### src/rtl/uart_rx_oversampled_if.sv
// Byte-side and line-side signals of the oversampled UART receiver.
// The slave modport is the receiver; the master modport drives the line and tick.
interface uart_rx_oversampled_if #(
    parameter int unsigned DATA_BITS = 8
);
    logic                 baud_tick;
    logic                 rx;
    logic [DATA_BITS-1:0] rx_data;
    logic                 rx_valid;
    logic                 frame_err;
    logic                 busy;

    modport master (
        output baud_tick,
        output rx,
        input  rx_data,
        input  rx_valid,
        input  frame_err,
        input  busy
    );

    modport slave (
        input  baud_tick,
        input  rx,
        output rx_data,
        output rx_valid,
        output frame_err,
        output busy
    );
endinterface

### src/rtl/uart_rx_oversampled.sv
// 8N1 UART receiver driven by a 16x oversample strobe; mid-bit sampling,
// false-start rejection, and break suppression after a framing error.
module uart_rx_oversampled #(
    parameter int unsigned DATA_BITS  = 8,
    parameter int unsigned OVERSAMPLE = 16
) (
    input logic                  clk,
    input logic                  reset,
    uart_rx_oversampled_if.slave bus
);
    localparam int unsigned TickW = $clog2(OVERSAMPLE);
    localparam int unsigned BitW  = (DATA_BITS > 1) ? $clog2(DATA_BITS) : 1;
    localparam logic [TickW-1:0] TickHalf = TickW'(OVERSAMPLE / 2 - 1);
    localparam logic [TickW-1:0] TickLast = TickW'(OVERSAMPLE - 1);
    localparam logic [BitW-1:0]  BitLast  = BitW'(DATA_BITS - 1);

    typedef enum logic [2:0] {StIdle, StStart, StData, StStop, StBreak} state_e;

    state_e               state_q, state_d;
    logic                 rx_meta_q, rx_s_q;
    logic [TickW-1:0]     tick_cnt_q, tick_cnt_d;
    logic [BitW-1:0]      bit_cnt_q, bit_cnt_d;
    logic [DATA_BITS-1:0] shift_q, shift_d;
    logic [DATA_BITS-1:0] rx_data_q, rx_data_d;
    logic                 rx_valid_q, rx_valid_d;
    logic                 frame_err_q, frame_err_d;
    logic [DATA_BITS:0]   shift_in;

    assign shift_in = {rx_s_q, shift_q};

    always_comb begin
        state_d     = state_q;
        tick_cnt_d  = tick_cnt_q;
        bit_cnt_d   = bit_cnt_q;
        shift_d     = shift_q;
        rx_data_d   = rx_data_q;
        rx_valid_d  = 1'b0;
        frame_err_d = 1'b0;
        unique case (state_q)
            StIdle: begin
                if (!rx_s_q) begin
                    state_d    = StStart;
                    tick_cnt_d = '0;
                end
            end
            StStart: begin
                if (bus.baud_tick) begin
                    if (tick_cnt_q == TickHalf) begin
                        if (!rx_s_q) begin
                            state_d    = StData;
                            tick_cnt_d = '0;
                            bit_cnt_d  = '0;
                        end else begin
                            state_d = StIdle;
                        end
                    end else begin
                        tick_cnt_d = tick_cnt_q + TickW'(1);
                    end
                end
            end
            StData: begin
                if (bus.baud_tick) begin
                    if (tick_cnt_q == TickLast) begin
                        shift_d    = shift_in[DATA_BITS:1];
                        tick_cnt_d = '0;
                        bit_cnt_d  = bit_cnt_q + BitW'(1);
                        if (bit_cnt_q == BitLast) begin
                            state_d = StStop;
                        end
                    end else begin
                        tick_cnt_d = tick_cnt_q + TickW'(1);
                    end
                end
            end
            StStop: begin
                if (bus.baud_tick) begin
                    if (tick_cnt_q == TickLast) begin
                        rx_data_d = shift_q;
                        if (rx_s_q) begin
                            rx_valid_d = 1'b1;
                            state_d    = StIdle;
                        end else begin
                            frame_err_d = 1'b1;
                            state_d     = StBreak;
                        end
                    end else begin
                        tick_cnt_d = tick_cnt_q + TickW'(1);
                    end
                end
            end
            // Held-low line must return high before another start is accepted.
            StBreak: begin
                if (rx_s_q) begin
                    state_d = StIdle;
                end
            end
            default: state_d = StIdle;
        endcase
    end

    always_ff @(posedge clk) begin
        if (reset) begin
            rx_meta_q   <= 1'b1;
            rx_s_q      <= 1'b1;
            state_q     <= StIdle;
            tick_cnt_q  <= '0;
            bit_cnt_q   <= '0;
            shift_q     <= '0;
            rx_data_q   <= '0;
            rx_valid_q  <= 1'b0;
            frame_err_q <= 1'b0;
        end else begin
            rx_meta_q   <= bus.rx;
            rx_s_q      <= rx_meta_q;
            state_q     <= state_d;
            tick_cnt_q  <= tick_cnt_d;
            bit_cnt_q   <= bit_cnt_d;
            shift_q     <= shift_d;
            rx_data_q   <= rx_data_d;
            rx_valid_q  <= rx_valid_d;
            frame_err_q <= frame_err_d;
        end
    end

    assign bus.rx_data   = rx_data_q;
    assign bus.rx_valid  = rx_valid_q;
    assign bus.frame_err = frame_err_q;
    assign bus.busy      = (state_q != StIdle);
endmodule

### src/flat_wrapper.sv
// flat-port wrapper written by rule: the top's interface ports become plain ports
module uart_rx_oversampled_flat 
#(
    parameter int unsigned DATA_BITS  = 8,
    parameter int unsigned OVERSAMPLE = 16
)
  (clk, reset, bus_baud_tick, bus_rx, bus_rx_data, bus_rx_valid, bus_frame_err, bus_busy);
  uart_rx_oversampled_if #(.DATA_BITS(DATA_BITS)) bus_i ();
  input logic clk;
  input logic reset;
  input wire logic [$bits(bus_i.baud_tick)-1:0] bus_baud_tick;
  input wire logic [$bits(bus_i.rx)-1:0] bus_rx;
  output wire logic [$bits(bus_i.rx_data)-1:0] bus_rx_data;
  output wire logic [$bits(bus_i.rx_valid)-1:0] bus_rx_valid;
  output wire logic [$bits(bus_i.frame_err)-1:0] bus_frame_err;
  output wire logic [$bits(bus_i.busy)-1:0] bus_busy;
  assign bus_i.baud_tick = bus_baud_tick;
  assign bus_i.rx = bus_rx;
  assign bus_rx_data = bus_i.rx_data;
  assign bus_rx_valid = bus_i.rx_valid;
  assign bus_frame_err = bus_i.frame_err;
  assign bus_busy = bus_i.busy;
  uart_rx_oversampled #(.DATA_BITS(DATA_BITS), .OVERSAMPLE(OVERSAMPLE)) u_core (.clk(clk), .reset(reset), .bus(bus_i));
endmodule
### config.mk
export PLATFORM = sky130hd
export DESIGN_NAME = uart_rx_oversampled_flat
export DESIGN_NICKNAME = d
export VERILOG_FILES = /design/src/rtl/uart_rx_oversampled_if.sv /design/src/rtl/uart_rx_oversampled.sv /design/src/flat_wrapper.sv
export SDC_FILE = /design/constraint.sdc
export NUM_CORES = 1
export LEC_CHECK = 0
export CAP_MARGIN = 20
export CORE_MARGIN = 5
export CORE_UTILIZATION = 58
export DETAILED_ROUTE_END_ITERATION = 16
export HOLD_SLACK_MARGIN = 0.1
export PLACE_DENSITY_LB_ADDON = 0.12
export SLEW_MARGIN = 40
export SYNTH_ARGS = -nofsm -noshare
export SYNTH_HDL_FRONTEND = slang
export SYNTH_SLANG_ARGS = --single-unit
### constraint.sdc
create_clock -name clk -period 3.5 [get_ports clk]
set_input_delay 1.05 -clock clk [delete_from_list [all_inputs] [get_ports clk]]
set_output_delay 1.05 -clock clk [all_outputs]
set_load 0.03 [all_outputs]
# After elaboration in Yosys (flattened, before gate mapping)
# Cells that the tools add are included.
[word_totals]
regBits = 30
output_inout_bits = 11
elab_cells = 70
[classes]
addsub = 2
n_eq_ne = 18
muxes = 28
n_bitwise = 3
n_reduce_logical = 10
[ops]
columns = ["op", "count"]
rows = [
  ["$mux W3", 15],
  ["$mux W4", 7],
  ["$pmux W4 S4", 1],
  ["$pmux W3 S5", 1],
  ["$ne A2 B2 Y1 const B", 6],
  ["$ne A2 B1 Y1 const B", 5],
  ["$reduce_and A9 Y1", 1],
  ["$eq A3 B2 Y1 const B", 2],
  ["$eq A3 B3 Y1 const B", 2],
  ["$pmux W3 S2", 1],
  ["$reduce_and A3 Y1", 2],
  ["$reduce_and A6 Y1", 1],
  ["$reduce_and A5 Y1", 1],
  ["$add A4 B1 Y4 const B", 1],
  ["$eq A4 B3 Y1 const B", 1],
  ["$eq A4 B4 Y1 const B", 1],
  ["$reduce_bool A4 Y1", 1],
  ["$reduce_or A4 Y1", 1],
  ["$add A3 B1 Y3 const B", 1],
  ["$eq A3 B1 Y1 const B", 1],
  ["$logic_not A3 Y1", 1],
  ["$not A1 Y1", 3],
  ["$reduce_bool A3 Y1", 1],
  ["$mux W1", 2],
  ["other kinds (2)", 2],
]

# Longest topological paths before layout
[depth]
word_depth = 5
depth_mapped = 6
depth_no_buf = 6

# Worst setup path before layout
# OpenSTA, ideal clock, no wires.
[synth_path]
path_type = "input-to-reg"
from = "in bus_baud_tick"
to = "reg u_core.rx_data_q[3] (netlist: u_core.bus.rx_data[3])"
setup_time_ps = 128
arrival_time_ps = 1903
required_ps = 3372
slack_ps = 1470
cell_stages = 5
path_buffers = 1
path_cell_list = "nor2b_4 or3b_4 buf_6 mux2i_1 nor2_1"
[synth_between]
elab_chain_cells = 1
[synth_rtl]
columns = ["item", "line_no", "text"]
rows = [
  ["start: declaration", "flat_wrapper.sv:11", "input wire logic [$bits(bus_i.baud_tick)-1:0] bus_baud_tick;"],
  ["$reduce_and A3 Y1 (no source line)", "n/a", ""],
  ["end signal: assignment", "uart_rx_oversampled.sv:119", "rx_data_q <= rx_data_d;"],
  ["end: declaration", "uart_rx_oversampled.sv:24", "logic [DATA_BITS-1:0] rx_data_q, rx_data_d;"],
]
# No other way between the ends.
# A chain may end at the register's enable or synchronous reset.

# Worst setup path in the final report
[layout_path]
from = "reg u_core.state_q[1]"
to = "out bus_busy"
[layout_between]
elab_chain_cells = 1
[layout_rtl]
columns = ["item", "line_no", "text"]
rows = [
  ["start: declaration", "uart_rx_oversampled.sv:19", "state_e state_q, state_d;"],
  ["start signal: assignment", "uart_rx_oversampled.sv:105", "state_q <= StIdle;"],
  ["start signal: assignment", "uart_rx_oversampled.sv:115", "state_q <= state_d;"],
  ["$reduce_bool A3 Y1", "uart_rx_oversampled.sv:128", "assign bus.busy = (state_q != StIdle);"],
  ["end: declaration", "flat_wrapper.sv:16", "output wire logic [$bits(bus_i.busy)-1:0] bus_busy;"],
]
# No other way between the ends.

==> impl_metrics.csv <==
group,metric,value,unit
cts,clk_latency,0.34,ns
placement,numPortBuffers,14,
global_route,grt_overflow,0,
worst_setup_path,critPathMaxFanout,13,
cts,cts_max_path_buffers,2,
synthesis,synth-xor-area-share,0.650,%
worst_setup_path,rr_worst_depth,5,
pwr,leakage,0.598,nW
cts,post_cts_buffers,0,
synthesis,synthAdderAreaFrac,2.79,%
sta,report.final.slew_viol_count,0,
routing,firstDrtPassIters,4,
synthesis,synth_compound_area_share,13.1,%
synthesis,yosys_most_used_dff,"dfxtp_1",
cts,cts_made_buffers,5,
synthesis,synth_top_family_by_area,"simple AND/OR/NAND/NOR gates",
floorplanning,core-area,0.00221,mm2
synthesis,ys_types,44,
routing,num_vias,1096,
synthesis,synth_area_leaders,"dfxtp_1, mux2i_1, nor2_1",
routing,drtAntennaViolNets,0,
hold_path,worstHoldStart,"u_core.rx_meta_q$_SDFF_PP1_",
routing,wl_per_cell,14.7,um
synthesis,netlist_instances,141,
worst_setup_path,reg2reg_to,"u_core.bus.rx_data[6]$_SDFFE_PP0P_",
synthesis,yosys_register_bits,30,
synthesis,synth_mux_area_share,12.6,%
cts,cts.sinks,30,
routing,drtIter0Drc,34,
routing,detail_route.wirelength,2710,um
sta,fin_crit,2.95,ns
final_layout,fill_cells,192,
placement,place_congestion,0.816,
synthesis,synth_edf_count,0,
cts,ctsRootBufferMaster,"clkbuf_4",
cts,clk_pin_slew,0.10,ns
synthesis,postSynthAreaPerCell,9.56,um2
final_layout,area.growth.synth_to_final,15.3,%
sta,setup-tns-final,0,ns
worst_setup_path,cp.arrival,1.90,ns
global_route,grtUsageTotal,18.0,%
global_route,grt_first_pass_wirelength,4550,um
pwr,power_density,405,mW/mm2
global_route,antenna_found_initial,0,
worst_setup_path,reg2reg_slack,1.72,ns
floorplanning,initial_core_util,60.9,%
pwr,ir_drop,0.321,mV
synthesis,yosysSeqAreaShare,44.6,%
final_layout,fin_cells,185,
final_layout,drive_above_1_share,12.1,%
run,drv_cap,0,
worst_setup_path,cp-end-kind,"output port",
placement,dp_hpwl,1930,um
worst_setup_path,r2r_start,"u_core.tick_cnt_q[0]$_SDFFE_PP0P_",
global_route,grt_pass1_vias,1012,
floorplanning,rows,17,
placement,dp.cells,177,
routing,avgViaCountPerCell,5.92,
synthesis,synth_top_area_share,44.6,%
sta,worstMarginPinSlew,0.484,ns
synthesis,async_reset_ff_share,0,%
final_layout,utilization,70.2,%
floorplanning,io_pins,15,
worst_setup_path,startpoint_type,"flop",
floorplanning,die_h,58.2,um
global_route,grt_max_degree,24,
routing,drcViolationCount,0,
cts,cts.htree.levels,2,
worst_setup_path,startpoint,"u_core.state_q[1]$_SDFFE_PP0P_",
sta,slew_headroom,67.7,%
cts,cts_hold_buf,0,
final_layout,diodes,0,
floorplanning,design.die.area,0.00339,mm2
floorplanning,die_width,58.2,um
synthesis,synth_top_cell_by_area,"dfxtp_1",
hold_path,hold_path.class,"reg -> reg",
synthesis,ys_warn_count,0,
cts,ctsResizeCount,0,
worst_setup_path,worstSetupEndpoint,"bus_busy",
synthesis,postSynthNetCount,148,
worst_setup_path,critical_path_class,"reg -> out",
worst_setup_path,worstPathRequired,2.45,ns
sta,clock_skew,0.00683,ns
sta,setup_violations,0,
synthesis,synthSimpleGateAreaFrac,21.6,%
sta,finalCritPeriodShare,84.4,%
cts,cts_tree,"done",
final_layout,num-nets-final,163,
sta,grt_setup_unrepaired,"false",
synthesis,synthesis.area,0.00135,mm2
sta,fmax,338,MHz
run_status,status,"finished, final reports clean",
sta,final_hold_viol_count,0,
==> power by group <==
part / total, W / switching [W] / internal (W)
Clock: 0.000222 / 0.000126 / 0.0000964
Sequential: 0.000355 / 0.0000101 / 0.000345
Combinational: 0.0000520 / 0.0000283 / 0.0000237
Total: 0.000630 / 0.000164 / 0.000465
==> routing by layer <==
metal  wire length, um  up-vias  track usage, %  part of all wire (%)
met1              1120      509            19.9                    41
met4                51        0            6.29                   1.9
met3               214       10            9.13                   7.9
li1                  -      532               -                     -
met2              1320       45            29.7                    49
met5                 0        -               0                     0
==> cells by family (layout without fill, tap and decap cells) <==
group,Yosys count,in the layout
AO/OA/AOI/OAI,25,25
flip-flops,30,30
multiplexers,17,17
AND/OR/NAND/NOR,53,53
XOR/XNOR,1,1
adder cells (fa/ha/maj),3,3
buffers and inverters,12,28
==> registers in the layout (all words and copies together) (netlist names) <==
register	cells
u_core.tick_cnt_q	4
u_core.bit_cnt_q	3
u_core.rx_s_q	1
u_core.shift_q	8
u_core.bus.rx_valid	1
u_core.bus.frame_err	1
u_core.bus.rx_data	8
u_core.rx_meta_q	1
u_core.state_q	3
==> how the worst min path moves through the flow <==
stage                                to  cells past startpoint
2_1_floorplan  u_core.rx_s_q$_SDFF_PP1_                      1
3_3_place_gp   u_core.rx_s_q$_SDFF_PP1_                      1
3_5_place_dp   u_core.rx_s_q$_SDFF_PP1_                      1
4_1_cts        u_core.rx_s_q$_SDFF_PP1_                      1
5_1_grt        u_core.rx_s_q$_SDFF_PP1_                      1
6_report       u_core.rx_s_q$_SDFF_PP1_                      1
==> cell usage after synthesis, drive strengths merged (4+ instances only) <==
master,count
buf,5
nor2,19
o21ai,4
a21oi,6
nand2,9
dfxtp,30
inv,4
or2,4
mux2i,17
==> critical path, cell delays in order, from the launching register on <==
cell and delay, ns:
dfxtp_1 0.63, nor2_4 0.14, nand2_1 0.11, clkdlybuf4s50_1 0.69
==> cell type report <==
class / instances / area (um2) / area share [%]
flip-flops and latches: 30 / 601 / 38.6
clock inverters: 2 / 12.5 / 0.805
well taps: 28 / 35.0 / 2.25
multi-input cells: 99 / 684 / 44.0
repair buffers: 16 / 155 / 9.98
clock buffers: 6 / 51.3 / 3.30
inverters: 4 / 15.0 / 0.966
==> through the flow <==
| stage | hold slack [ns] | total power, W | instance area [um2] | worst slack [ns] |
|---|---|---|---|---|
| 6_report | 0.415 | 0.000630 | 1550 | 0.545 |
| 5_1_grt | 0.455 | 0.000663 | 1550 | 0.426 |
| 4_1_cts | 0.420 | 0.000632 | 1550 | 0.564 |
| 3_5_place_dp | 0.399 | 0.000415 | 1490 | 0.748 |
| 3_3_place_gp | 0.391 | 0.000413 | 1490 | 0.777 |
| 2_1_floorplan | 0.389 | 0.000400 | 1350 | 1.47 |
==> cell usage in the layout (no fill, tap or decap), types with 2 or more instances in the layout <==
cell type | synthesis | layout
o21ai_0 | 4 | 4
nor2_1 | 18 | 18
a211oi_1 | 2 | 2
ha_1 | 3 | 3
dfxtp_1 | 30 | 30
or2_2 | 4 | 4
nor3_1 | 3 | 3
clkdlybuf4s50_1 | 0 | 14
inv_1 | 4 | 4
a21oi_1 | 6 | 6
nand2_1 | 9 | 9
nand3_1 | 3 | 3
mux2i_1 | 17 | 17
buf_4 | 2 | 2
clkbuf_4 | 0 | 5
nand4_1 | 3 | 3
No activity file was read; power rests on OpenSTA's default activity.
